File: config.mk
export PLATFORM = sky130hd
export DESIGN_NAME = ab_share_arbiter
export DESIGN_NICKNAME = d
export VERILOG_FILES = /design/src/rtl/ab_share_arbiter.sv
export SDC_FILE = /design/constraint.sdc
export NUM_CORES = 1
export LEC_CHECK = 0
export ABC_CLOCK_PERIOD_IN_PS = 2650
export CORE_AREA = 2 2 39 41
export DETAILED_ROUTE_END_ITERATION = 6
export DIE_AREA = 0 0 41 43
export GPL_ROUTABILITY_DRIVEN = 0
export GPL_TIMING_DRIVEN = 0
export SETUP_SLACK_MARGIN = 0.3
export SYNTH_ARGS = -nofsm -noshare
export SYNTH_HDL_FRONTEND = slang
export SYNTH_SLANG_ARGS = --single-unit
File: constraint.sdc
create_clock -name CLK -period 2.65 [get_ports CLK]
set_clock_uncertainty 0.05 [all_clocks]
set_input_delay 0.265 -clock CLK [delete_from_list [all_inputs] [get_ports CLK]]
set_output_delay 0.265 -clock CLK [all_outputs]
set_load 0.005 [all_outputs]
File: src/rtl/ab_share_arbiter.sv
// ab_share_arbiter: two-way request/grant/done arbiter with a saturating signed lead balance.
// Build with GRANT_TIMEOUT_EN defined to force release after HOLD_MAX grant cycles.
module ab_share_arbiter #(
  parameter int MAX_LEAD = 3,
  parameter int HOLD_MAX = 15,
  parameter int LW = $clog2(MAX_LEAD+1)+1
) (
  input  logic          CLK,
  input  logic          rst_n,
  input  logic          reqA,
  input  logic          reqB,
  input  logic          doneA,
  input  logic          doneB,
  output logic          gntA,
  output logic          gntB,
  output logic          busy,
  output logic [LW-1:0] lead,
  output logic          AeqB,
  output logic          AmB,
  output logic          BmA,
  output logic          to_err
);

  typedef enum logic [1:0] {
    IDLE  = 2'd0,
    GNT_A = 2'd1,
    GNT_B = 2'd2
  } state_t;

  localparam logic signed [LW-1:0] LeadMax = LW'(MAX_LEAD);
  localparam logic signed [LW-1:0] LeadMin = -LeadMax;

  state_t state, stateN;
  logic signed [LW-1:0] leadQ, leadN;
  logic lastA, lastAN;
  logic grantA, grantB;
  logic leadNeg, leadPos;

`ifdef GRANT_TIMEOUT_EN
  localparam int HoldW = (HOLD_MAX > 1) ? $clog2(HOLD_MAX+1) : 1;
  localparam logic [HoldW-1:0] HoldLast = HoldW'(HOLD_MAX-1);
  logic [HoldW-1:0] holdQ, holdN;
  logic forceRel, toErrQ;
`else
  logic unusedHold;
  assign unusedHold = |HOLD_MAX;
`endif

  assign leadNeg = leadQ[LW-1];
  assign leadPos = !leadQ[LW-1] && (leadQ != '0);

  always_ff @(posedge CLK or negedge rst_n) begin
    if (!rst_n) begin
      state <= IDLE;
      leadQ <= '0;
      lastA <= 1'b0;
    end else begin
      state <= stateN;
      leadQ <= leadN;
      lastA <= lastAN;
    end
  end

`ifdef GRANT_TIMEOUT_EN
  always_ff @(posedge CLK or negedge rst_n) begin
    if (!rst_n) begin
      holdQ  <= '0;
      toErrQ <= 1'b0;
    end else begin
      holdQ  <= holdN;
      toErrQ <= forceRel;
    end
  end
`endif

  always_comb begin
    stateN = state;
    leadN  = leadQ;
    lastAN = lastA;
    grantA = 1'b0;
    grantB = 1'b0;
`ifdef GRANT_TIMEOUT_EN
    holdN    = holdQ + HoldW'(1);
    forceRel = 1'b0;
`endif
    unique case (state)
      IDLE: begin
        if (reqA && !reqB) begin
          grantA = 1'b1;
        end else if (!reqA && reqB) begin
          grantB = 1'b1;
        end else if (reqA && reqB) begin
          // the side behind in the balance wins; on a tie, alternate
          if (leadNeg)      grantA = 1'b1;
          else if (leadPos) grantB = 1'b1;
          else if (lastA)   grantB = 1'b1;
          else              grantA = 1'b1;
        end
      end
      GNT_A: begin
        if (doneA) stateN = IDLE;
`ifdef GRANT_TIMEOUT_EN
        else if (holdQ == HoldLast) begin
          stateN   = IDLE;
          forceRel = 1'b1;
        end
`endif
      end
      GNT_B: begin
        if (doneB) stateN = IDLE;
`ifdef GRANT_TIMEOUT_EN
        else if (holdQ == HoldLast) begin
          stateN   = IDLE;
          forceRel = 1'b1;
        end
`endif
      end
      default: stateN = IDLE;
    endcase
    if (grantA) begin
      stateN = GNT_A;
      lastAN = 1'b1;
      if (leadQ != LeadMax) leadN = leadQ + LW'(1);
    end
    if (grantB) begin
      stateN = GNT_B;
      lastAN = 1'b0;
      if (leadQ != LeadMin) leadN = leadQ - LW'(1);
    end
`ifdef GRANT_TIMEOUT_EN
    if (grantA || grantB || stateN == IDLE) holdN = '0;
`endif
  end

  always_comb begin
    gntA = (state == GNT_A);
    gntB = (state == GNT_B);
    busy = (state == GNT_A) || (state == GNT_B);
    lead = leadQ;
    AeqB = (leadQ == '0);
    AmB  = leadPos;
    BmA  = leadNeg;
`ifdef GRANT_TIMEOUT_EN
    to_err = toErrQ;
`else
    to_err = 1'b0;
`endif
  end

endmodule

==> flow_summary.toml, run 1 <==
[worst_setup_path]
worstReg2RegEnd = "lead[1]"
crit_type = "register to output port"
crit_path_end_kind = "output port"
r2r-start = "lead[0]"
cp_max_fo = 5
reg2reg_slack_ns = 0.86
r2r_cells = 8
worstPathRequired_ns = 2.34
arrival_ns = 1.69
worst_setup_path_start_kind = "register"

[global_route]
grt_max_degree = 7
grt_overflow = 0
first_global_vias = 357
grt_pass1_wl_mm = 1.30
grtUsageTotal_pct = 10.9
antenna_found_initial = 0

[sta]
fin_crit_ns = 2.00
holdWs_ns = 0.214
setup_viol = 0
finalSetupTns_ns = 0
slew_viol_final = 0
fmax_mhz = 499
rsz0062_at_grt = "false"
period_share_pct = 75.6
hold_viol = 0

[cells_and_area]
drive_above_1_share_pct = 12.3
area_growth_pct = 39.6
final_net_count = 81
final_cells = 81
diodes = 0
fin_area_um2 = 644

[synthesis]
avgSynthCellArea_um2 = 9.62
synthFlopType = "dfrtp_1"
synth_edf_count = 0
yosysWarnings = 0
synth_seq_cells = 6
synth.distinct_cells = 20
synth_common_cells = "inv_1, ha_1, dfrtp_1"
syn_inst = 48
async_flop_share_pct = 100
syn-num-nets = 62
synthesis.area_um2 = 462
yosysSeqAreaShare_pct = 32.5
synth_top_area_cell = "dfrtp_1"
yosysMostFrequentCell = "inv_1"
synth_area_leaders = "dfrtp_1, ha_1, inv_1"
yosysTopAreaCellShare_pct = 32.5

[route]
wirelength_um = 763
drt_iter0_drc = 1
dr.pass1.iters = 3
drc = 0
ant_nets = 0
routedWlPerCell_um = 9.42
vias = 364
viasPerCell = 4.49

[power_and_ir_drop]
power_frac_comb_pct = 62.7
intPower_mw = 0.450
leakage_nw = 0.314
netSwitchingPower_mw = 0.262
p_clk_share_pct = 11.0
power_per_cell_area_mw_per_mm2 = 1110
power_mw = 0.712
switching_share_pct = 36.8
vdd_drop_max_uv = 355
p_seq_share_pct = 26.3

[run]
maxCapViolCount = 0

[floorplanning]
ios = 16
die_area_mm2 = 0.00176
core.rowCount = 14
die_x_um = 41
die_y_um = 43
start_util_pct = 33.4
fp.coreArea_mm2 = 0.00138

[clocking]
ctsResizeCount = 0
clkSinkCount = 6
cts_buffers = 3
postCtsHoldBufs = 0
cts_buffer_depth = 2
root_buffer = "clkbuf_4"
cts_tree = "done"
htreeDepth = 1
insertion_delay_ns = 0.23
post_cts_buffers = 0
path_clk_slew_ns = 0.04

[min_path]
hp-class = "primary input to asynchronous set/reset pin"

[placed_design]
dp.cells = 78
hpwl_um = 654
numPortBuffers = 14
placed_area_um2 = 622

[run_status]
status = "complete, no violations"
-- cell usage in the layout (no fill, tap or decap) --
| cell | Yosys | routed |
|---|---|---|
| clkdlybuf4s50_1 | 0 | 14 |
| inv_1 | 9 | 9 |
| ha_1 | 8 | 8 |
| dfrtp_1 | 6 | 6 |
| nand2_1 | 4 | 4 |
| clkbuf_4 | 0 | 3 |
| nand2b_1 | 2 | 2 |
| a21oi_1 | 2 | 2 |
| a21o_1 | 2 | 2 |
| o21ai_0 | 2 | 2 |
| buf_4 | 2 | 2 |
| o21bai_4 | 1 | 1 |
| a221oi_2 | 1 | 1 |
| and2_1 | 1 | 1 |
| o211ai_1 | 1 | 1 |
| a211oi_1 | 1 | 1 |
| a31oi_1 | 1 | 1 |
| o21a_1 | 1 | 1 |
| xnor2_1 | 1 | 1 |
| a221o_1 | 1 | 1 |
| a31o_2 | 1 | 1 |
| conb_1 | 1 | 1 |
-- stage by stage --
step / util (%) / worst slack [ns]
floorplan: - / 0.961
global placement: 44.9 / 0.842
detailed placement: 44.9 / 0.842
CTS: 46.6 / 0.616
global route: 46.6 / 0.528
finish: 46.6 / 0.645
-- critical path, cell delays in order, from the launching register on --
cell and delay, ns:
dfrtp_1 0.42, inv_1 0.06, ha_1 0.21, inv_1 0.06, ha_1 0.19, clkdlybuf4s50_1 0.51
-- layout make-up --
| type | count | area [um2] |
|---|---|---|
| multi-input cells | 31 | 263 |
| well taps | 16 | 20.0 |
| flip-flops and latches | 6 | 150 |
| fillers | 140 | 739 |
| plain buffers | 2 | 15.0 |
| repair buffers | 14 | 140 |
| clock buffers | 3 | 22.5 |
| inverters | 9 | 33.8 |
-- routing by layer --
layer  part of all wire [%]  wire [um]  GRT usage (%)
met4                      0          0           8.00
met3                    5.8         44           1.57
met5                      0          0              0
met1                     49        371           13.3
met2                     45        347           16.3
-- power by group through the flow --
| stage | registers (mW) | clock network (mW) | logic [mW] |
|---|---|---|---|
| after detailed placement | 0.189 | 0 | 0.452 |
| after CTS | 0.188 | 0.0843 | 0.454 |
| after global routing | 0.196 | 0.0884 | 0.499 |
| final | 0.187 | 0.0785 | 0.446 |
| after global placement | 0.187 | 0 | 0.451 |
| after floorplan | 0.182 | 0 | 0.270 |
-- cell families (layout without fill, tap and decap cells) --
group                    after synthesis  in the layout  synth area share (%)
buffers and inverters                 11             28                  10.6
AO/OA/AOI/OAI                         14             14                  25.2
adder cells (fa/ha/maj)                8              8                  21.7
flip-flops                             6              6                  32.5
XOR/XNOR                               1              1                  1.90
other                                  1              1                 0.812
AND/OR/NAND/NOR                        7              7                  7.32
-- worst max-delay path by stage --
| stage | from | endpoint | slack [ns] | cells after the start |
|---|---|---|---|---|
| finish | lead[0] | AmB | 0.65 | 5 |
| global route | lead[1] | AmB | 0.53 | 5 |
| global placement | lead[0] | lead[0] | 0.84 | 8 |
| CTS | lead[0] | AmB | 0.62 | 5 |
| detailed placement | lead[0] | lead[1] | 0.84 | 8 |
| floorplan | lead[0] | lead[1] | 0.96 | 8 |
-- sequential cells by signal (all words and copies together) (netlist names) --
register  count
state         2
lastA         1
lead          3
No activity file was read; power rests on OpenSTA's default activity.
==> run 2: changes to the inputs <==
--- a/config.mk
+++ b/config.mk
@@ -5,12 +5,13 @@
 export SDC_FILE = /design/constraint.sdc
 export NUM_CORES = 1
 export LEC_CHECK = 0
-export ABC_CLOCK_PERIOD_IN_PS = 2650
+export ABC_CLOCK_PERIOD_IN_PS = 1750
 export CORE_AREA = 2 2 39 41
 export DETAILED_ROUTE_END_ITERATION = 6
 export DIE_AREA = 0 0 41 43
 export GPL_ROUTABILITY_DRIVEN = 0
 export GPL_TIMING_DRIVEN = 0
+export PLACE_DENSITY = 0.66
 export SETUP_SLACK_MARGIN = 0.3
 export SYNTH_ARGS = -nofsm -noshare
 export SYNTH_HDL_FRONTEND = slang
==> constraint.sdc (replaced) <==
create_clock -name CLK -period 1.75 [get_ports CLK]
set_clock_uncertainty 0.05 [all_clocks]
set_input_delay 0.175 -clock CLK [delete_from_list [all_inputs] [get_ports CLK]]
set_output_delay 0.175 -clock CLK [all_outputs]
set_load 0.005 [all_outputs]
==> run 2 against run 1 <==
Global-route usage increased by 4.2 points. Via count increased by 14%. Flip-flop and latch count unchanged. Largest cell class unchanged. Die area unchanged.
==> flow_summary.toml, run 2 (synthesized netlist as in run 1, its figures left out) <==
[run_status]
status = "complete, no violations"

[floorplanning]
core.rowCount = 14
die_x_um = 41
fp.coreArea_mm2 = 0.00138
start_util_pct = 33.4
die_area_mm2 = 0.00176
die_y_um = 43
ios = 16

[route]
drt_iter0_drc = 3
drc = 0
wirelength_mm = 1.02
routedWlPerCell_um = 11.4
vias = 414
ant_nets = 0
wl_met3_um = 37
wl_met1_um = 408
viasPerCell = 4.60
top_layer = "met4"
dr.pass1.iters = 4
wl_met2_um = 567

[sta]
setup_viol = 0
fmax_mhz = 622
hold_viol = 0
finalSetupTns_ns = 0
fin_ws_ns = 0.143
slew_viol_final = 0
rsz0062_at_grt = "true"
fin_crit_ns = 1.61
period_share_pct = 91.9

[cells_and_area]
diodes = 0
area_growth_pct = 65.6
largest_reg_flops = 3
drive_above_1_share_pct = 40.5
final_net_count = 90
num-fill-cells = 141
layout_common_cells = "buf_4, clkdlybuf4s50_1, inv_2, ha_1, dfrtp_1"
final_common_cell = "buf_4"

[global_route]
antenna_found_initial = 0
grt_overflow = 0
grt_max_degree = 7
grtUsageTotal_pct = 15.1
first_global_vias = 403
grt_pass1_wl_mm = 1.73

[run]
maxCapViolCount = 0

[clocking]
path_clk_slew_ns = 0.04
cts_buffer_depth = 2
root_buffer = "clkbuf_4"
postCtsHoldBufs = 0
htreeDepth = 1
clkSinkCount = 6
cts_tree = "done"
insertion_delay_ns = 0.23
cts_buffers = 3

[power_and_ir_drop]
vdd_drop_max_uv = 786
leakage_nw = 0.373
power_per_cell_area_mw_per_mm2 = 1750

[worst_setup_path]
worstPathRequired_ns = 1.80
worstPathCellList = "inv_2, ha_4, inv_2, ha_4, o21bai_4, o211ai_1, a211oi_1, a31oi_1"
arrival_ns = 1.66
critPathSlowestCell = "dfrtp_1"
crit_type = "register to register"
path_delay_family = "compound AO/OA/AOI/OAI gates"
crit_path_end_kind = "register"
crit_buf_inv = 2
worst_setup_path_start_kind = "register"
critPathMaxStageDelay_ns = 0.38
cp_max_fo = 4

[min_path]
hp-class = "primary input to asynchronous set/reset pin"

[placed_design]
hpwl_um = 720
numPortBuffers = 14
place_ws_ns = 0.0457
==> run 2: final cells by class <==
type                       count  area, um2  area share, %
buffer                         2       15.0           1.96
multi-input combinational     31        319           41.7
clock buffer                   3       22.5           2.95
inverter                       9       33.8           4.42
timing repair buffer          23        203           26.5
sequential                     6        151           19.8
tap                           16       20.0           2.62
==> run 2: worst reg2reg max path, cell delays in order (launching register included) <==
cell      delay [ns]
dfrtp_1         0.38
inv_2           0.09
ha_4            0.14
inv_2           0.04
ha_4            0.15
o21bai_4        0.19
o211ai_1        0.13
a211oi_1        0.22
a31oi_1         0.07
==> run 2: final timing paths <==
kind	from	slack (ns)	cells after the start	to
max	lead[1]	0.14	8	lead[1]
min reg2reg	lastA	0.50	1	lastA
min	rst_n	0.12	1	lead[0]
max in group asynchronous	rst_n	1.31	1	lead[2]
max reg2reg	lead[1]	0.14	8	lead[1]
min in group CLK	lastA	0.50	1	lastA
==> run 2: power by group <==
group          internal (mW)  switching [mW]  leakage [nW]
Sequential             0.210          0.0652        0.0708
Clock                 0.0770          0.0416        0.0138
Combinational          0.525           0.416         0.288
==> run 2: timing repair <==
action                     4_1_cts  5_1_grt
resized for setup               18        8
pin swaps                        6        1
buffers inserted                 7        2
setup endpoints to repair       12       11
==> run 2: through the flow <==
| stage | cells | area (um2) | utilization (%) | power, mW | hold slack, ns |
|---|---|---|---|---|---|
| after floorplan | 48 | 477 | - | 0.719 | -0.171 |
| after global placement | 78 | 637 | 46.0 | 0.998 | 0.371 |
| final | 90 | 764 | 55.2 | 1.34 | 0.123 |
| after detailed placement | 78 | 637 | 46.0 | 1.02 | 0.374 |
| after global routing | 90 | 764 | 55.2 | 1.46 | 0.143 |
| after CTS | 88 | 738 | 53.3 | 1.29 | 0.117 |
==> run 2: metal layers <==
metal / track usage, % / vias to the layer above
li1: - / 213
met1: 16.6 / 192
met2: 25.3 / 7
met3: 1.57 / 2
met4: 10.0 / 0
met5: 0 / -
